`src/rtl/lz77_dec_sched_if.sv`:
```
// Codeword channel between the LZ77 codeword producer and the decoder scheduler.
// The producer drives a (pos, len, char) word under cw_valid; the scheduler answers with cw_ready.
interface lz77_dec_sched_if;
    logic       cw_valid;
    logic       cw_ready;
    logic [3:0] cw_pos;
    logic [2:0] cw_len;
    logic [7:0] cw_char;

    modport master (
        output cw_valid,
        output cw_pos,
        output cw_len,
        output cw_char,
        input  cw_ready
    );

    modport slave (
        input  cw_valid,
        input  cw_pos,
        input  cw_len,
        input  cw_char,
        output cw_ready
    );
endinterface

```
`src/rtl/lz77_dec_sched.sv`:
```
// LZ77 decoder codeword scheduler: buffers codewords in a small FIFO and holds each one
// on the datapath inputs for len+1 stepping cycles, flagging completion after the end marker.
module lz77_dec_sched #(
    parameter int          DEPTH    = 4,
    parameter logic [7:0]  END_CHAR = 8'h24
) (
    input  logic               clk,
    input  logic               reset,
    input  logic               start,
    lz77_dec_sched_if.slave    cw,
    output logic [3:0]         dec_pos,
    output logic [2:0]         dec_len,
    output logic [7:0]         dec_char,
    output logic               dec_run,
    output logic               dec_first,
    output logic               busy,
    output logic               done,
    output logic [15:0]        stall_cnt
);

    localparam int AW = $clog2(DEPTH);

    typedef enum logic [1:0] {
        S_IDLE,
        S_WAIT,
        S_RUN,
        S_DONE
    } state_t;

    typedef struct packed {
        logic [3:0] pos;
        logic [2:0] len;
        logic [7:0] ch;
    } cw_t;

    state_t        state;
    state_t        state_nxt;

    cw_t           mem [DEPTH];
    logic [AW-1:0] wr_ptr;
    logic [AW-1:0] rd_ptr;
    logic [AW:0]   count;

    logic [2:0]    cnt;
    logic          first_pend;

    logic          full;
    logic          empty;
    logic          push;
    logic          pop;
    logic          arm;
    logic          flush;
    logic          last_cycle;
    logic          is_end;

    // ------------------------------------------------------------------
    // Control decode
    // ------------------------------------------------------------------
    assign full       = (count == (AW+1)'(DEPTH));
    assign empty      = (count == '0);
    assign arm        = start && (state == S_IDLE || state == S_DONE);
    assign flush      = start && (state == S_DONE);
    assign last_cycle = (state == S_RUN) && (cnt == dec_len);
    assign is_end     = (dec_char == END_CHAR);
    assign push       = cw.cw_valid && cw.cw_ready;
    // A pop happens either when WAIT finds work or when a non-final codeword ends with work queued.
    assign pop        = !empty && ((state == S_WAIT) || (last_cycle && !is_end));

    // ------------------------------------------------------------------
    // FSM: state register
    // ------------------------------------------------------------------
    // NOTE: clocked state uses non-blocking assignments so every register samples pre-edge values.
    always_ff @(posedge clk or posedge reset) begin
        if (reset) begin
            state <= S_IDLE;
        end else begin
            state <= state_nxt;
        end
    end

    // ------------------------------------------------------------------
    // FSM: next-state logic
    // ------------------------------------------------------------------
    // NOTE: the default assignment up front keeps this block purely combinational (no latch).
    always_comb begin
        state_nxt = state;
        unique case (state)
            S_IDLE: begin
                if (start) state_nxt = S_WAIT;
            end
            S_WAIT: begin
                if (!empty) state_nxt = S_RUN;
            end
            S_RUN: begin
                if (last_cycle) begin
                    if (is_end)     state_nxt = S_DONE;
                    else if (empty) state_nxt = S_WAIT;
                end
            end
            S_DONE: begin
                if (start) state_nxt = S_WAIT;
            end
        endcase
    end

    // ------------------------------------------------------------------
    // FSM: outputs decoded from the state register
    // ------------------------------------------------------------------
    always_comb begin
        cw.cw_ready = !full && (state != S_DONE);
        dec_run     = (state == S_RUN);
        dec_first   = (state == S_RUN) && first_pend;
        busy        = (state == S_WAIT) || (state == S_RUN);
        done        = (state == S_DONE);
    end

    // ------------------------------------------------------------------
    // FIFO storage
    // ------------------------------------------------------------------
    // NOTE: the array is left unreset; occupancy guards every read, so stale entries are never used.
    always_ff @(posedge clk) begin
        if (push) begin
            mem[wr_ptr] <= {cw.cw_pos, cw.cw_len, cw.cw_char};
        end
    end

    always_ff @(posedge clk or posedge reset) begin
        if (reset) begin
            wr_ptr <= '0;
            rd_ptr <= '0;
            count  <= '0;
        end else if (flush) begin
            // Leftovers queued behind the end marker are discarded on restart.
            wr_ptr <= '0;
            rd_ptr <= '0;
            count  <= '0;
        end else begin
            if (push) wr_ptr <= wr_ptr + AW'(1);
            if (pop)  rd_ptr <= rd_ptr + AW'(1);
            count <= count + (AW+1)'(push) - (AW+1)'(pop);
        end
    end

    // ------------------------------------------------------------------
    // Current codeword and stepping counter
    // ------------------------------------------------------------------
    always_ff @(posedge clk or posedge reset) begin
        if (reset) begin
            dec_pos  <= '0;
            dec_len  <= '0;
            dec_char <= '0;
            cnt      <= '0;
        end else if (pop) begin
            dec_pos  <= mem[rd_ptr].pos;
            dec_len  <= mem[rd_ptr].len;
            dec_char <= mem[rd_ptr].ch;
            cnt      <= '0;
        end else if (state == S_RUN && !last_cycle) begin
            cnt <= cnt + 3'd1;
        end
    end

    // ------------------------------------------------------------------
    // Stream bookkeeping: stall counter and first-step flag
    // ------------------------------------------------------------------
    always_ff @(posedge clk or posedge reset) begin
        if (reset) begin
            stall_cnt  <= '0;
            first_pend <= 1'b0;
        end else begin
            if (arm) begin
                stall_cnt <= '0;
            end else if (state == S_WAIT && stall_cnt != 16'hFFFF) begin
                stall_cnt <= stall_cnt + 16'd1;
            end

            if (arm) begin
                first_pend <= 1'b1;
            end else if (state == S_RUN) begin
                first_pend <= 1'b0;
            end
        end
    end

endmodule

```
`src/flat_wrapper.sv`:
```
// flat-port wrapper written by rule: the top's interface ports become plain ports
module lz77_dec_sched_flat 
#(
    parameter int          DEPTH    = 4,
    parameter logic [7:0]  END_CHAR = 8'h24
)
  (clk, reset, start, dec_pos, dec_len, dec_char, dec_run, dec_first, busy, done, stall_cnt, cw_cw_valid, cw_cw_pos, cw_cw_len, cw_cw_char, cw_cw_ready);
  lz77_dec_sched_if cw_i ();
  input  logic clk;
  input  logic reset;
  input  logic start;
  output logic [3:0] dec_pos;
  output logic [2:0] dec_len;
  output logic [7:0] dec_char;
  output logic dec_run;
  output logic dec_first;
  output logic busy;
  output logic done;
  output logic [15:0] stall_cnt;
  input wire logic [$bits(cw_i.cw_valid)-1:0] cw_cw_valid;
  input wire logic [$bits(cw_i.cw_pos)-1:0] cw_cw_pos;
  input wire logic [$bits(cw_i.cw_len)-1:0] cw_cw_len;
  input wire logic [$bits(cw_i.cw_char)-1:0] cw_cw_char;
  output wire logic [$bits(cw_i.cw_ready)-1:0] cw_cw_ready;
  assign cw_i.cw_valid = cw_cw_valid;
  assign cw_i.cw_pos = cw_cw_pos;
  assign cw_i.cw_len = cw_cw_len;
  assign cw_i.cw_char = cw_cw_char;
  assign cw_cw_ready = cw_i.cw_ready;
  lz77_dec_sched #(.DEPTH(DEPTH), .END_CHAR(END_CHAR)) u_core (.clk(clk), .reset(reset), .start(start), .cw(cw_i), .dec_pos(dec_pos), .dec_len(dec_len), .dec_char(dec_char), .dec_run(dec_run), .dec_first(dec_first), .busy(busy), .done(done), .stall_cnt(stall_cnt));
endmodule
```
`config.mk`:
```
export PLATFORM = sky130hd
export DESIGN_NAME = lz77_dec_sched_flat
export DESIGN_NICKNAME = d
export VERILOG_FILES = /design/src/rtl/lz77_dec_sched_if.sv /design/src/rtl/lz77_dec_sched.sv /design/src/flat_wrapper.sv
export SDC_FILE = /design/constraint.sdc
export NUM_CORES = 1
export LEC_CHECK = 0
export BUFFER_PORTS_ARGS = -buffer_cell sky130_fd_sc_hd__buf_2
export CAP_MARGIN = 0
export CORE_MARGIN = 1
export CORE_UTILIZATION = 45
export CTS_BUF_LIST = sky130_fd_sc_hd__clkbuf_4
export DETAILED_ROUTE_END_ITERATION = 16
export GPL_TIMING_DRIVEN = 0
export PLACE_DENSITY_LB_ADDON = 0.08
export SKIP_CTS_REPAIR_TIMING = 1
export SYNTH_ARGS = -nofsm -noshare
export SYNTH_HDL_FRONTEND = slang
export SYNTH_SLANG_ARGS = --single-unit
```
`constraint.sdc`:
```
create_clock -name clk -period 3.75 [get_ports clk]
set_input_delay 0.1875 -clock clk [delete_from_list [all_inputs] [get_ports clk]]
set_output_delay 0.1875 -clock clk [all_outputs]
set_load 0.01 [all_outputs]
```
==> results of run 1 <==
==> registers in the layout (all words and copies together), names as in the netlist <==
register	flops
u_core.rd_ptr	2
u_core.wr_ptr	2
u_core.stall_cnt	16
u_core.cnt	3
u_core.count	3
u_core.dec_pos	4
u_core.first_pend	1
u_core.state	2
u_core.dec_char	8
u_core.dec_len	3
u_core.mem	60
==> area by class of cell <==
| class | count | area [um^2] | share of cell area |
|---|---|---|---|
| sequential | 104 | 2900 | 0.542 |
| multi-input combinational | 180 | 1540 | 0.288 |
| timing repair buffer | 72 | 460 | 0.0860 |
| tap | 133 | 166 | 0.0311 |
| clock inverter | 7 | 113 | 0.0210 |
| clock buffer | 9 | 67.6 | 0.0126 |
| inverter | 15 | 56.3 | 0.0105 |
| buffer | 9 | 43.8 | 0.00818 |
==> worst paths after layout <==
path / end / depth (start not counted) / from
worst max-delay path: u_core.count[1] / 11 / u_core.state[0]
worst min-delay path: u_core.wr_ptr[0] / 5 / cw_cw_valid
min in group asynchronous: u_core.dec_pos[2] / 3 / reset
worst min register to register: u_core.first_pend / 1 / u_core.first_pend
worst max register to register: u_core.count[1] / 11 / u_core.state[0]
max in group asynchronous: u_core.count[1] / 4 / reset
==> logic make-up (layout without fill, tap and decap cells) <==
family          Yosys count  after routing  share of synthesized area
compound gates           41             41                     0.0564
xor+xnor                 10             10                     0.0193
fa+ha+maj                12             12                     0.0347
buf+inv                  24            112                     0.0220
flops                   104            104                      0.639
mux                      37             37                      0.127
simple gates             80             80                      0.102
==> critical path, stage by stage, from the launching register on <==
cell and delay [ps]:
dfrtp_1 440, inv_1 80, ha_1 160, clkbuf_1 340
o31ai_1 170, o32ai_1 340, buf_4 270, ha_1 260
inv_1 60, ha_1 160, fa_1 410, and2_1 140
==> power groups by stage <==
stage / registers, uW / clock network, uW / logic [uW]
floorplan: 1700 / 0 / 998
global placement: 1690 / 0 / 1400
detailed placement: 1700 / 0 / 1440
CTS: 1680 / 676 / 1440
global route: 1710 / 717 / 1590
finish: 1670 / 656 / 1420
==> layer usage <==
layer / vias up / GRT usage
met4: 0 / 0.0714
met3: 11 / 0.0353
met2: 60 / 0.283
met5: - / 0
met1: 1387 / 0.246
li1: 1345 / -
==> through the flow <==
step | hold WS [ps] | worst slack (ps) | power, uW | utilization | area (um^2)
floorplan | 274 | 1050 | 2700 | - | 4540
global placement | 400 | 877 | 3100 | 0.510 | 4980
detailed placement | 215 | 856 | 3140 | 0.512 | 5000
CTS | -324 | 828 | 3800 | 0.530 | 5180
global route | 239 | 652 | 4020 | 0.547 | 5350
finish | 206 | 843 | 3750 | 0.547 | 5350
==> synthesized netlist by cell type (3+ instances only) <==
| library cell | count |
|---|---|
| inv_1 | 15 |
| xor2_1 | 5 |
| nand3_1 | 9 |
| mux2_2 | 15 |
| nand4_1 | 7 |
| mux2i_1 | 7 |
| nor2_1 | 10 |
| clkbuf_1 | 5 |
| or3_1 | 7 |
| nor3_1 | 5 |
| nor4_1 | 3 |
| o21ai_0 | 9 |
| o31ai_1 | 5 |
| nand2b_1 | 4 |
| dfrtp_1 | 44 |
| a21oi_1 | 15 |
| edfxtp_1 | 60 |
| xnor2_1 | 5 |
| mux4_2 | 15 |
| nand2_1 | 13 |
| ha_1 | 11 |
| and2_1 | 9 |
==> placed cells by master, fill, tap and decap left out, drive strengths merged, types with 2 or more instances in the layout <==
master       netlist  layout
o31ai              5       5
nor3               5       5
mux2              15      15
buf                4      59
and3               2       2
or4b               2       2
xor2               5       5
nor4               3       3
dlygate4sd3        0      17
xnor2              5       5
or4                3       3
mux4              15      15
nand3b             2       2
a21oi             15      15
clkinv             0       5
a31oi              2       2
edfxtp            60      60
nand2             13      13
ha                11      11
clkbuf             5      14
nand2b             4       4
dfrtp             44      44
or3                8       8
nand3              9       9
nor2              10      10
nand4              8       8
mux2i              7       7
inv               15      16
o21ai              9       9
and2               9       9
==> reports/metrics.yaml, run 1 <==
placed_design:
  dp_hpwl_um: 5860
  io_buffers: 54
  gp_congestion: 0.749
  place_inst: 496
clocking:
  cts.sinks: 104
  cts-buffers-inserted: 9
  cts_buffer_depth: 2
  cts.clk_slew.worst_paths_ps: 170
  insertion_delay_ps: 460
  root_buffer: "clkbuf_4"
  tritoncts: "yes"
  htreeDepth: 3
sta:
  slew_violations: 0
  final-setup-viol-count: 0
  fin_worst_skew_ps: 17.0
  fin_setup_tns_ps: 0
  finalCritPeriodShare: 0.775
  finalCriticalPeriod_ps: 2910
  max_freq_mhz: 344
  worst_slew_pin_slew_ps: 1040
  hold_viol_final: 0
  rsz0062_at_grt: "false"
  max_slew_margin: 0.302
yosys:
  synth.largest_area_cell: "edfxtp_1"
  ys_seq_elements: 104
  ys_top_cells_by_area: "edfxtp_1, dfrtp_1, mux4_2, mux2_2, ha_1"
  netlist_area_um2: 4540
  synth_flop_cell: "edfxtp_1"
  ys_seq_area_frac: 0.639
  ys_types: 45
  async_flop_share: 0.423
  synth_fp_nets: 339
  yosysWarnings: 0
  synth_edf_count: 60
  syn-instance-count: 308
  synth_top_area_frac: 0.396
  syn_area_per_cell_um2: 14.8
critical_path:
  end_kind: "flip-flop"
  crit_path_start_kind: "flip-flop"
  crit_arrival_ps: 3270
  reg2reg_slack_ps: 840
  worst-path-max-fanout: 10
  cp_data_required_time_ps: 4120
  crit_type: "reg -> reg"
grt:
  grt-ovfl-total: 0
  grt_pass1_vias: 2675
  antenna_found_initial: 0
  grt_start_max_net_pins: 29
  gr-usage-all-layers: 0.179
  grt_pass1_wl_um: 13700
pwr:
  cellLeakagePower_uw: 0.00211
  clkPwrFrac: 0.175
  cellPowerDensity_nw_per_um2: 701
  combPwrFrac: 0.379
  p_seq_frac: 0.446
  swShare: 0.356
  switchingPower_uw: 1330
  internal_power_uw: 2410
  vdd_drop_max_v: 0.000320
drt:
  vias: 2803
  antenna_left: 0
  top_layer: "met4"
  m1WireLength_um: 4120
  wl_met2_um: 4310
  drt_iter0_drc: 125
  wl_met3_um: 264
  dr.pass1.iters: 4
  route.detailed.wl_per_inst_um: 16.7
  via_per_inst: 5.30
  drcViolationCount: 0
  wl_um: 8840
die:
  core-area_um2: 9770
  die_y_um: 102
  die_x_um: 102
  io_pins: 55
  die_area_um2: 10500
  rows: 36
  initial_core_util: 0.465
cells_and_area:
  layout-drive-gt1-share: 0.283
  fin_nets: 422
  syn_to_final_growth_pct: 17.8
  fin_cells: 529
  nFillCells: 841
  diodes: 0
hold_path:
  min_path_type: "in -> reg"
flow_run:
  cap_violations: 0
outcome:
  outcome: "finished, final reports clean"
(Power assumes the default switching activity.)
==> run 2, diff against run 1 <==
==> constraint.sdc (replaced) <==
create_clock -name clk -period 2.5 [get_ports clk]
set_input_delay 0.125 -clock clk [delete_from_list [all_inputs] [get_ports clk]]
set_output_delay 0.125 -clock clk [all_outputs]
set_load 0.01 [all_outputs]
==> run 2 against run 1 <==
  * The flow now finishes with violations (negative setup slack)
  * Clock skew grew 5.7 ps
  * Global-route usage up 0.15 points
  * Clock-buffer cell count stayed put
  * Fmax rose by 10%
  * Critical path depth decreased by 2
  * Final cell count rose by 2.8%
  * Critical endpoint unchanged
  * Largest cell class unchanged
  * Highest routed layer unchanged
==> reports/metrics.yaml, run 2 (same netlist as run 1, synthesis figures left out) <==
outcome:
  outcome: "complete, but fails checks"
  violations: "negative setup slack"
clocking:
  tritoncts: "yes"
  cts.clk_slew.worst_paths_ps: 170
  cts_buffer_depth: 2
  insertion_delay_ps: 450
  cts-buffers-inserted: 9
  root_buffer: "clkbuf_4"
  htreeDepth: 3
  cts.sinks: 104
drt:
  antenna_left: 0
  via_per_inst: 5.27
  dr.pass1.iters: 4
  vias: 2865
  route.detailed.wl_per_inst_um: 16.5
  drcViolationCount: 0
  wl_um: 8950
  drt_iter0_drc: 58
cells_and_area:
  fin_nets: 437
  largestRegisters: "u_core.mem (60), u_core.stall_cnt (16), u_core.dec_char (8)"
  regMostFlops: "u_core.mem"
  mostFrequentLayoutCell: "edfxtp_1"
  diodes: 0
  syn_to_final_growth_pct: 21.6
  layout-drive-gt1-share: 0.348
  largest_reg_flops: 60
  final_cell_mix: "edfxtp_1, buf_2, dfrtp_1, dlygate4sd3_1, buf_4"
  fin_cells: 544
sta:
  rsz0062_at_grt: "true"
  max_slew_margin: 0.269
  hold_viol_final: 0
  fin_worst_skew_ps: 22.7
  max_freq_mhz: 379
  final-setup-viol-count: 1
  finalCriticalPeriod_ps: 2640
  fin_ws_ps: -137
  slew_violations: 0
  fin_setup_tns_ps: -137
  finalCritPeriodShare: 1.05
  worst_slew_pin_slew_ps: 1090
placed_design:
  dp_hpwl_um: 5760
  place_inst: 496
  io_buffers: 54
  preCtsSetupSlack_ps: -263
  gp_congestion: 0.797
flow_run:
  cap_violations: 0
critical_path:
  rr_worst_depth: 9
  cpPeakStageDelay_ps: 470
  reg2reg_slack_ps: -140
  cp_top_family: "adder cells"
  worst_path_max_delay_cell: "dfrtp_1"
  cp_common_cell: "ha_4"
  worstReg2RegEnd: "u_core.count[1]"
  crit_cells: 9
  crit_buf_inv: 2
  crit_arrival_ps: 2980
  path_cells: "xor2_2 > or3_4 > o32ai_4 > buf_6 > ha_4 > inv_4 > ha_4 > fa_2 > and2_4"
  cp_data_required_time_ps: 2840
  worst-path-max-fanout: 7
  reg2reg_from: "u_core.cnt[0]"
  end_kind: "flip-flop"
  crit_type: "reg -> reg"
  crit_path_start_kind: "flip-flop"
hold_path:
  min_path_type: "in -> reg"
  hold_depth: 5
  hp-start: "cw_cw_valid"
  hold_end: "u_core.wr_ptr[0]"
pwr:
  p_seq_frac: 0.421
  clkPwrFrac: 0.150
  swShare: 0.348
  combPwrFrac: 0.429
  cellLeakagePower_uw: 0.00219
  vdd_drop_max_v: 0.000449
  p_total_uw: 5950
  internal_power_uw: 3880
  cellPowerDensity_nw_per_um2: 1080
  switchingPower_uw: 2070
die:
  core-area_um2: 9770
  die_y_um: 102
  die_area_um2: 10500
  rows: 36
  die_x_um: 102
  io_pins: 55
  initial_core_util: 0.465
grt:
  grt_pass1_wl_um: 13900
  grt_pass1_vias: 2694
  grt-ovfl-total: 0
  grt_start_max_net_pins: 26
  gr-usage-all-layers: 0.181
  antenna_found_initial: 0
## run 2: cell types whose count changed in the layout (fill, tap and decap cells not counted), sizes merged
| cell | delta |
|---|---|
| inv | +1 |
| buf | +15 |
| clkinv | -3 |
| clkinvlp | +2 |
## run 2: layout make-up
type	instances	area, um^2
Multi-Input combinational cell	180	1630
Clock buffer	9	67.6
Inverter	15	58.8
Fill cell	800	4250
Buffer	9	51.3
Sequential cell	104	2900
Timing Repair Buffer	87	573
Tap cell	133	166
Clock inverter	7	78.8
## run 2: worst reg2reg max path: stages (launching register included)
cell,delay [ps]
dfrtp_1,470
xor2_2,180
or3_4,430
o32ai_4,300
buf_6,180
ha_4,210
inv_4,50
ha_4,130
fa_2,420
and2_4,160
## run 2: layer usage
layer | track usage | wire, um | share of wire
met5 | 0 | 0 | 0
met4 | 0.0626 | 116 | 0.013
met3 | 0.0319 | 236 | 0.026
met2 | 0.302 | 4430 | 0.49
met1 | 0.240 | 4170 | 0.47
## run 2: per-stage QoR
stage	util	hold slack [ps]	instance area [um^2]
finish	0.565	97.4	5530
global route	0.565	109	5530
CTS	0.532	-351	5200
detailed placement	0.517	173	5050
global placement	0.515	337	5030
floorplan	-	212	4600
## run 2: power groups by stage
stage	clock (uW)	sequential [uW]	combinational, uW
after floorplan	0	2550	1580
after global routing	988	2560	2840
after global placement	0	2540	2210
after CTS	920	2510	2280
final	893	2510	2560
after detailed placement	0	2550	2270
## run 2: worst max-delay path by stage
| stage | from | endpoint |
|---|---|---|
| 5_1_grt | u_core.cnt[0] | u_core.count[1] |
| 4_1_cts | u_core.state[0] | u_core.mem[3][1] |
| 2_1_floorplan | u_core.dec_len[2] | u_core.count[1] |
| 3_5_place_dp | u_core.state[1] | u_core.mem[0][13] |
| 6_report | u_core.cnt[0] | u_core.count[1] |
| 3_3_place_gp | u_core.state[1] | u_core.mem[2][14] |
